[src/rtl/adc_emulator.sv]
// adc_emulator: SPI ADC responder driven by adc_manager. Answers cnv with a
// busy pulse, takes 24-bit register commands on spi_sdi and shifts
// AXI-Stream-sourced samples out on one, two or four SDO lanes. All SPI pins
// are oversampled in the aclk domain; aclk must be at least 4x the SPI clock.
// Optional feature macro: ADC_EMULATOR_RAMP_EN (fallback sample ramps by +1
// instead of repeating the last latched sample).
//
// Handshake: s_axis_tready is a one-cycle pulse in the first CONVERT cycle;
// a sample transfers only when s_axis_tvalid is high in that same cycle,
// otherwise the fallback sample is used for this conversion.
module adc_emulator #(
  parameter int DATA_WIDTH = 32,
  parameter int CNV_CYCLES = 28
) (
  input  logic                  aclk,
  input  logic                  areset,
  input  logic                  cnv,
  output logic                  busy,
  input  logic                  spi_clk,
  input  logic                  spi_csn,
  input  logic                  spi_sdi,
  input  logic                  spi_resetn,
  output logic [3:0]            spi_sdo,
  input  logic [DATA_WIDTH-1:0] s_axis_tdata,
  input  logic                  s_axis_tvalid,
  output logic                  s_axis_tready,
  output logic [23:0]           reg_command,
  output logic                  reg_mode,
  output logic [1:0]            lane_mode,
  output logic                  dbg_state
);

  localparam int IDXW = $clog2(DATA_WIDTH + 1);
  localparam int CW   = $clog2(CNV_CYCLES);
  // Synchronizer bit order: {resetn, sdi, csn, clk, cnv}; idle pin levels.
  localparam logic [4:0] SYNC_RST = 5'b10100;

  typedef enum logic {S_IDLE = 1'b0, S_CONVERT = 1'b1} state_t;

  logic [4:0] sync1_q, sync2_q;
  logic [2:0] prev_q;
  logic       rst_int;
  logic       cnv_rise, sck_rise, csn_fall, csn_rise, csn_low, sdi_s;

  state_t          state_q, state_d;
  logic [CW-1:0]   cnt_q, cnt_d;
  logic            conv_done;

  logic [DATA_WIDTH-1:0] last_q, last_d, fallback;
  logic [DATA_WIDTH-1:0] sh_q, sh_d;
  logic [IDXW-1:0]       idx_q, idx_d, step, nidx;
  logic                  rdy_q, rdy_d;
  logic [3:0]            sdo_q, sdo_d;

  logic [23:0] cmd_q, cmd_d, reg_command_q, reg_command_d;
  logic        reg_mode_q, reg_mode_d;
  logic [1:0]  lane_q, lane_d;

  // Two-flop synchronizers plus one edge register; only areset clears them
  // so a host-driven reset cannot mask its own release.
  always_ff @(posedge aclk) begin
    if (areset) begin
      sync1_q <= SYNC_RST;
      sync2_q <= SYNC_RST;
      prev_q  <= SYNC_RST[2:0];
    end else begin
      sync1_q <= {spi_resetn, spi_sdi, spi_csn, spi_clk, cnv};
      sync2_q <= sync1_q;
      prev_q  <= sync2_q[2:0];
    end
  end

  assign rst_int  = areset | ~sync2_q[4];
  assign cnv_rise = sync2_q[0] & ~prev_q[0];
  assign sck_rise = sync2_q[1] & ~prev_q[1];
  assign csn_fall = ~sync2_q[2] & prev_q[2];
  assign csn_rise = sync2_q[2] & ~prev_q[2];
  assign csn_low  = ~sync2_q[2];
  assign sdi_s    = sync2_q[3];

  // Conversion FSM state register and cycle counter.
  always_ff @(posedge aclk) begin
    if (rst_int) begin
      state_q <= S_IDLE;
      cnt_q   <= '0;
    end else begin
      state_q <= state_d;
      cnt_q   <= cnt_d;
    end
  end

  // Conversion FSM next state; cnv edges inside CONVERT are ignored.
  always_comb begin
    state_d = state_q;
    cnt_d   = '0;
    case (state_q)
      S_IDLE: begin
        if (cnv_rise) state_d = S_CONVERT;
      end
      S_CONVERT: begin
        if (cnt_q == CW'(CNV_CYCLES - 1)) state_d = S_IDLE;
        else                               cnt_d   = cnt_q + 1'b1;
      end
      default: state_d = S_IDLE;
    endcase
  end

  // Conversion FSM outputs.
  always_comb begin
    busy          = (state_q == S_CONVERT);
    s_axis_tready = (state_q == S_CONVERT) && (cnt_q == '0);
    conv_done     = (state_q == S_CONVERT) && (cnt_q == CW'(CNV_CYCLES - 1));
    dbg_state     = state_q;
  end

`ifdef ADC_EMULATOR_RAMP_EN
  assign fallback = last_q + 1'b1;
`else
  assign fallback = last_q;
`endif

  // Sample capture in the tready cycle.
  always_comb begin
    last_d = last_q;
    if (s_axis_tready) last_d = s_axis_tvalid ? s_axis_tdata : fallback;
  end

  always_ff @(posedge aclk) begin
    if (rst_int) last_q <= '0;
    else         last_q <= last_d;
  end

  // Returns the SDO group starting at bit idx-1; lanes beyond the mode or
  // below bit 0 read 0.
  function automatic logic [3:0] group_bits(input logic [DATA_WIDTH-1:0] s,
                                            input logic [IDXW-1:0] idx,
                                            input logic [1:0] lm);
    logic [DATA_WIDTH-1:0] al;
    logic [3:0]            g;
    int                    n;
    al = s << (IDXW'(DATA_WIDTH) - idx);
    case (lm)
      2'b01:   n = 2;
      2'b10:   n = 4;
      default: n = 1;
    endcase
    g = '0;
    for (int k = 0; k < 4; k++) begin
      if (k < n && int'(idx) > k) g[k] = al[DATA_WIDTH-1-k];
    end
    return g;
  endfunction

  // Data shift: load on conversion exit wins over a same-cycle SCK edge.
  always_comb begin
    sh_d  = sh_q;
    idx_d = idx_q;
    rdy_d = rdy_q;
    sdo_d = sdo_q;
    case (lane_q)
      2'b01:   step = IDXW'(2);
      2'b10:   step = IDXW'(4);
      default: step = IDXW'(1);
    endcase
    nidx = (idx_q > step) ? idx_q - step : '0;
    if (conv_done) begin
      sh_d  = last_q;
      idx_d = IDXW'(DATA_WIDTH);
      rdy_d = 1'b1;
      if (!reg_mode_q && csn_low)
        sdo_d = group_bits(last_q, IDXW'(DATA_WIDTH), lane_q);
    end else if (!reg_mode_q && csn_low && rdy_q) begin
      if (csn_fall) begin
        sdo_d = group_bits(sh_q, idx_q, lane_q);
      end else if (sck_rise) begin
        idx_d = nidx;
        if (nidx == '0) begin
          rdy_d = 1'b0;
          sdo_d = '0;
        end else begin
          sdo_d = group_bits(sh_q, nidx, lane_q);
        end
      end
    end
  end

  always_ff @(posedge aclk) begin
    if (rst_int) begin
      sh_q  <= '0;
      idx_q <= '0;
      rdy_q <= 1'b0;
      sdo_q <= '0;
    end else begin
      sh_q  <= sh_d;
      idx_q <= idx_d;
      rdy_q <= rdy_d;
      sdo_q <= sdo_d;
    end
  end

  // Command shift register and decode at CSN rise.
  always_comb begin
    cmd_d         = cmd_q;
    reg_command_d = reg_command_q;
    reg_mode_d    = reg_mode_q;
    lane_d        = lane_q;
    if (csn_fall)                cmd_d = '0;
    else if (csn_low && sck_rise) cmd_d = {cmd_q[22:0], sdi_s};
    if (csn_rise) begin
      reg_command_d = cmd_q;
      if (cmd_q[23:21] == 3'b101)
        reg_mode_d = 1'b1;
      else if (reg_mode_q && cmd_q[23:8] == 16'h0020)
        lane_d = cmd_q[7:6];
      else if (reg_mode_q && cmd_q[23:8] == 16'h0014 && cmd_q[0])
        reg_mode_d = 1'b0;
    end
  end

  always_ff @(posedge aclk) begin
    if (rst_int) begin
      cmd_q         <= '0;
      reg_command_q <= '0;
      reg_mode_q    <= 1'b0;
      lane_q        <= 2'b00;
    end else begin
      cmd_q         <= cmd_d;
      reg_command_q <= reg_command_d;
      reg_mode_q    <= reg_mode_d;
      lane_q        <= lane_d;
    end
  end

  assign spi_sdo     = sdo_q;
  assign reg_command = reg_command_q;
  assign reg_mode    = reg_mode_q;
  assign lane_mode   = lane_q;

endmodule
[config.mk]
export PLATFORM = sky130hd
export DESIGN_NAME = adc_emulator
export DESIGN_NICKNAME = d
export VERILOG_FILES = /design/src/rtl/adc_emulator.sv
export SDC_FILE = /design/constraint.sdc
export NUM_CORES = 1
export LEC_CHECK = 0
export BUFFER_PORTS_ARGS = -buffer_cell sky130_fd_sc_hd__buf_2
export CELL_PAD_IN_SITES_DETAIL_PLACEMENT = 2
export CELL_PAD_IN_SITES_GLOBAL_PLACEMENT = 2
export CORE_ASPECT_RATIO = 1.1
export CORE_UTILIZATION = 38
export DETAILED_ROUTE_END_ITERATION = 10
export GPL_ROUTABILITY_DRIVEN = 0
export PLACE_DENSITY_LB_ADDON = 0.2
export SLEW_MARGIN = 30
export SYNTH_ARGS = -nofsm -noshare
export SYNTH_HDL_FRONTEND = slang
export SYNTH_SLANG_ARGS = --single-unit
export TNS_END_PERCENT = 5
[constraint.sdc]
create_clock -name aclk -period 8.9 [get_ports aclk]
set_input_delay 0.89 -clock aclk [delete_from_list [all_inputs] [get_ports aclk]]
set_output_delay 0.89 -clock aclk [all_outputs]
set_load 0.05 [all_outputs]
### After elaboration in Yosys (flattened, before gate mapping)

Cells that the tools add are included.

| storage, ports and cells | value |
|---|---|
| bits in registers | 145 |
| bits of input ports | 40 |
| logic and storage cells | 144 |

| cells by class | value |
|---|---|
| $add $sub $neg | 4 |
| order comparisons | 21 |
| eq/ne operators | 9 |
| shift operators | 2 |
| muxes and demuxes | 46 |
| bitwise gates (word level) | 13 |
| reduce and logical (&&, ||, !) cells | 34 |

Operators with widths:

| cell | count |
|---|---|
| $mux 32 | 10 |
| $lt 3x32->1 const A | 6 |
| $lt 1x32->1 const A | 3 |
| $lt 2x32->1 const A | 3 |
| $shl 32x6->32 | 2 |
| $mux 6 | 5 |
| $gt 6x1->1 const B | 4 |
| $gt 6x2->1 const B | 4 |
| $mux 4 | 6 |
| $mux 1 | 22 |
| $eq 16x5->1 const B | 1 |
| $eq 16x6->1 const B | 1 |
| $logic_and 1x1->1 | 16 |
| $reduce_and 3->1 | 5 |
| $pmux 3 s2 | 2 |
| $sub 6x6->6 const A | 2 |
| $not 1->1 | 8 |
| $reduce_bool 2->1 | 4 |
| $gt 6x6->1 | 1 |
| $logic_not 6->1 | 1 |
| $sub 6x6->6 | 1 |
| $add 5x1->5 const B | 1 |
| $eq 5x5->1 const B | 1 |
| $logic_not 5->1 | 1 |
| other kinds (14) | 19 |

### Logic depth before layout (Yosys ltp)

| depth | value |
|---|---|
| depth in word-level cells | 18 |
| mapped depth | 21 |
| depth with buffers taken out | 17 |

### Worst setup path after synthesis

No wires, ideal clock.

| path | value |
|---|---|
| kind | register to register |
| start | register lane_q[0], in the netlist lane_mode[0] |
| end | register sdo_q[0], in the netlist spi_sdo[0] |
| setup time | 0.120 ns |
| arrival | 4.761 ns |
| slack | 4.019 ns |
| cell stages (with the launch flop) | 19 |
| clock period less this slack | 4.881 ns |
| path through | dfxtp_1 > inv_1 > ha_1 > nand2b_1 > fa_1 > a21oi_1 > a21oi_2 > inv_1 > buf_2 > buf_2 > ha_1 > o21ai_0 > o22ai_1 > buf_2 > buf_2 > mux4_2 > a21oi_1 > a22oi_1 > a211o_1 |

| between the ends | value |
|---|---|
| cells in the longest elaborated chain, start to end | 15 |
| elaborated cells between the ends (all ways) | 35 |

RTL lines:

| what | line | text |
|---|---|---|
| start: declaration | 57 | `logic [1:0] lane_q, lane_d;` |
| start signal: assignment | 230 | `lane_q <= lane_d;` |
| parallel branches: the longest is 14 deep, another holds $sub 6x6->6 | n/a |  |
| $mux 4 * | 166 | `if (conv_done) begin` |
| end signal: assignment | 197 | `sdo_q <= sdo_d;` |
| end: declaration | 53 | `logic [3:0] sdo_q, sdo_d;` |

Mark *: on every way between the ends. The select of a mux whose other input is x is not followed.
A chain may end at the register's enable or synchronous reset.

### Worst setup path in the final report

| path | value |
|---|---|
| start | register lane_q[0], in the netlist lane_mode[0] |
| end | register sdo_q[1], in the netlist spi_sdo[1] |

| between the ends | value |
|---|---|
| cells in the longest elaborated chain, start to end | 15 |
| elaborated cells between the ends (all ways) | 35 |

RTL lines:

| what | line |
|---|---|
| parallel branches: the longest is 14 deep, another holds $sub 6x6->6 | n/a |
| $mux 4 * | 166 |

Marks and branches as above.

==> impl_summary.log <==
INFO  metric power.density_cell_area = 160.2 nW/um^2
INFO  metric cts_buffers = 17
INFO  metric critical-path-top-delay-family = adder cells
INFO  metric yosys-top-cells-count = sky130_fd_sc_hd__nand2_1, sky130_fd_sc_hd__dfxtp_1, sky130_fd_sc_hd__a21oi_1
INFO  metric maxCapViolCount = 0
INFO  metric groute.usage.overall = 25.95%
INFO  metric routed_wl = 25.85 mm
INFO  metric initial_utilization = 38.78%
INFO  metric hold-path-cell-count = 1
INFO  metric overflow = 0
INFO  metric finish.utilization = 44.28%
INFO  metric synth-edff-count = 0
INFO  metric row_count = 54
INFO  metric grt_setup_unrepaired = false
INFO  metric hpwlAfterDp = 18.06 mm
INFO  metric boundaryPins = 74
INFO  metric worstMarginPinSlew = 0.8913 ns
INFO  metric maxSlewHeadroom = 40.51%
INFO  metric ir_drop = 0.0001252 V
INFO  metric syn-mean-instance-area = 7.996 um^2
INFO  metric cts_hold_buffers = 0
INFO  metric cell_count_of_the_worst_reg_to_reg_path = 17
INFO  metric syn_inst = 960
INFO  metric crit_path_cell_trace = inv_1 > ha_1 > nand2b_1 > fa_1 > a21oi_1 > a21oi_2 > buf_4 > inv_1 > ha_1 > o21ai_0 > o22ai_4 > buf_8 > mux2i_1 > mux2i_1 > mux4_2 > mux2i_1 > o21ai_0
INFO  metric tritoncts = built
INFO  metric fraction_of_power_consumed_by_sequential_logic = 46.8%
INFO  metric slew_violations = 0
INFO  metric wire_length_of_the_first_global_routing_pass = 41.20 mm
INFO  metric cts_root_buf = sky130_fd_sc_hd__clkbuf_16
INFO  metric worst-endpoint-arrival = 6.05 ns
INFO  metric fillerInstances = 2235
INFO  metric layout-area-overhead-vs-synth = 14.20%
INFO  metric critical_path_buf_inv_count = 4
INFO  metric yosys.cell_count.top_type = sky130_fd_sc_hd__nand2_1
INFO  metric synth_area_leaders = sky130_fd_sc_hd__dfxtp_1, sky130_fd_sc_hd__nand2_1, sky130_fd_sc_hd__mux2i_1
INFO  metric n_antenna_cell = 0
INFO  metric switching_part_of_the_total_power = 24.75%
INFO  metric yosysWarnings = 0
INFO  metric cts-htree-levels = 4
INFO  metric netlist_area = 7676 um^2
INFO  metric first_global_vias = 7516
INFO  metric cp-start-kind = flip-flop
INFO  metric power.switching = 347.5 uW
INFO  metric setup-tns-final = 0 ns
INFO  metric cts.repair.resized = 0
INFO  metric synth.net_count = 1016
INFO  metric crit_path_frequent_cell = sky130_fd_sc_hd__mux2i_1
INFO  metric drtIter0Drc = 347
INFO  metric final_net_count = 1050
INFO  metric route.vias.total = 7161
INFO  metric antenna_left = 0
INFO  metric routed_wire_length_per_instance = 20.53 um
INFO  metric firstDrtPassIters = 4
INFO  metric worstSetupEndpointType = flip-flop
INFO  metric final_layout_size_suffix_gt1_share = 15.89%
INFO  metric synth_top_area_share = 37.82%
INFO  metric die_width = 137.5 um
INFO  metric worst_setup_hold_path_clk_slew = 0.07 ns
INFO  metric die_h = 151.1 um
INFO  metric final-setup-viol-count = 0
INFO  metric comb_power_share = 3.0%
INFO  metric grt_start_max_net_pins = 72
INFO  metric max_freq = 173.9 MHz
INFO  metric postCtsSetupBuffers = 0
INFO  metric post-route-min-period = 5.749 ns
INFO  metric critical_path_required = 9.21 ns
INFO  metric core-area = 19800 um^2
INFO  metric numClockSinks = 145
INFO  metric power_report.internal_total = 1056 uW
INFO  metric worst-r2r-setup-slack = 3.15 ns
INFO  metric io_buffers = 73
INFO  metric worst-path-max-fanout = 22
INFO  metric seq_area_frac_synth = 37.82%
INFO  metric total_leakage_power = 0.003261 uW
INFO  metric report.final.hold_viol_count = 0
INFO  metric synth.lib_cells_used.distinct = 60
INFO  metric synth_largest_area_cell = sky130_fd_sc_hd__dfxtp_1
INFO  metric worst_path_cell_with_the_longest_stage_delay = sky130_fd_sc_hd__inv_1
INFO  metric total_of_flip_flops_plus_latches_after_synthesis = 145
INFO  metric clkLatencyLatePin = 0.43 ns
INFO  metric die_area = 20770 um^2
INFO  metric detail_route.vias_per_cell = 5.688
INFO  metric synth-main-ff-cell = sky130_fd_sc_hd__dfxtp_1
INFO  metric outcome = complete, no violations
INFO  metric fin_skew = 0.01302 ns
INFO  metric clock_power_share = 50.2%
INFO  metric antenna_found_initial = 1
INFO  metric min-delay-path-class = reg -> reg
INFO  metric cp.depth = 17
INFO  metric slowest_delay = 0.68 ns
INFO  metric drc = 0
INFO  metric post_route_clock_period_utilization = 64.59%
INFO  metric startpoint_to_endpoint_class_of_the_critical_path = reg -> reg
INFO  metric clock_path_buffers = 2
INFO  metric synth_async_sr_flop_share = 0%
[power by group through the flow]
stage | clock [uW] | combinational (uW) | sequential [uW]
floorplan | 0 | 23.5 | 671
detailed placement | 0 | 41.6 | 672
CTS | 716 | 41.8 | 657
finish | 705 | 41.6 | 657
global placement | 0 | 40.2 | 671
global route | 743 | 45.9 | 657
[cell type report]
cell class | instances | area [um^2] | area share (%)
Timing Repair Buffer | 86 | 470.5 | 5.367
Sequential cell | 145 | 2903 | 33.11
Multi-Input combinational cell | 727 | 4456 | 50.83
Inverter | 17 | 63.81 | 0.7279
Tap cell | 252 | 315.3 | 3.597
Clock inverter | 13 | 125.1 | 1.427
Clock buffer | 19 | 432.9 | 4.939
[cell families after synthesis]
kind of cell | share of synthesized area (%)
AOI/OAI and AO/OA | 15.65
xor gates and xnor gates | 1.239
adders and majority gates | 2.706
buffers and inverters | 4.580
DFF | 37.82
muxes | 16.01
and+or+nand+nor | 22.00
[routing by layer]
layer	global-route usage (%)	up-vias	wire, um
li1	-	3378	-
met1	34.31	3619	11940
met2	43.04	123	12560
met3	3.748	39	811
met4	8.681	2	533
met5	0	-	13
[per-stage QoR]
| stage | instances | total power [uW] | cell area [um^2] | hold WS [ns] | setup WS, ns |
|---|---|---|---|---|---|
| 6_report | 1259 | 1404 | 8766 | 0.4256 | 3.151 |
| 5_1_grt | 1259 | 1447 | 8766 | 0.4492 | 2.786 |
| 4_1_cts | 1259 | 1414 | 8760 | 0.4248 | 3.195 |
| 3_5_place_dp | 1227 | 713.3 | 8202 | 0.4105 | 3.280 |
| 3_3_place_gp | 1226 | 711.6 | 8183 | 0.3906 | 3.276 |
| 2_1_floorplan | 960 | 694.7 | 7676 | 0.3895 | 4.019 |
[worst register-to-register path: stages (launching register included)]
cell                       delay (ns)
sky130_fd_sc_hd__dfxtp_1         0.37
sky130_fd_sc_hd__inv_1           0.08
sky130_fd_sc_hd__ha_1            0.41
sky130_fd_sc_hd__nand2b_1        0.16
sky130_fd_sc_hd__fa_1            0.49
sky130_fd_sc_hd__a21oi_1         0.43
sky130_fd_sc_hd__a21oi_2         0.09
sky130_fd_sc_hd__buf_4           0.24
sky130_fd_sc_hd__inv_1           0.69
sky130_fd_sc_hd__ha_1            0.43
sky130_fd_sc_hd__o21ai_0         0.19
sky130_fd_sc_hd__o22ai_4         0.51
sky130_fd_sc_hd__buf_8           0.28
sky130_fd_sc_hd__mux2i_1         0.38
sky130_fd_sc_hd__mux2i_1         0.16
sky130_fd_sc_hd__mux4_2          0.49
sky130_fd_sc_hd__mux2i_1         0.14
sky130_fd_sc_hd__o21ai_0         0.08
[registers in the layout, indices dropped and copies added (netlist names)]
register / count
spi_sdo: 4
reg_mode: 1
cnt_q: 5
sh_q: 32
sync2_q: 5
cmd_q: 24
sync1_q: 5
prev_q: 3
fallback: 32
lane_mode: 2
idx_q: 6
rdy_q: 1
busy: 1
reg_command: 24
[layout by cell type, fill, tap and decap left out, drive strengths merged, types with 4 or more instances in the layout]
| master | n |
|---|---|
| a21oi | 136 |
| a31oi | 6 |
| and2 | 4 |
| buf | 86 |
| clkbuf | 19 |
| clkinvlp | 4 |
| dfxtp | 145 |
| ha | 15 |
| inv | 22 |
| mux2 | 6 |
| mux2i | 71 |
| mux4 | 20 |
| nand2 | 268 |
| nand2b | 7 |
| nand3 | 14 |
| nand4 | 5 |
| nor2 | 37 |
| nor2b | 18 |
| nor3 | 12 |
| nor4 | 4 |
| o211ai | 6 |
| o21ai | 27 |
| or2 | 7 |
| xnor2 | 7 |
[worst paths after layout]
check                                               start                      end
worst max-delay path            lane_mode[0]$_SDFFE_PP0P_  spi_sdo[1]$_SDFFE_PP0P_
worst min-delay path                sync1_q[2]$_SDFF_PP1_    sync2_q[2]$_SDFF_PP1_
worst max register to register  lane_mode[0]$_SDFFE_PP0P_  spi_sdo[1]$_SDFFE_PP0P_
worst min register to register      sync1_q[2]$_SDFF_PP1_    sync2_q[2]$_SDFF_PP1_
(Power assumes the default switching activity.)
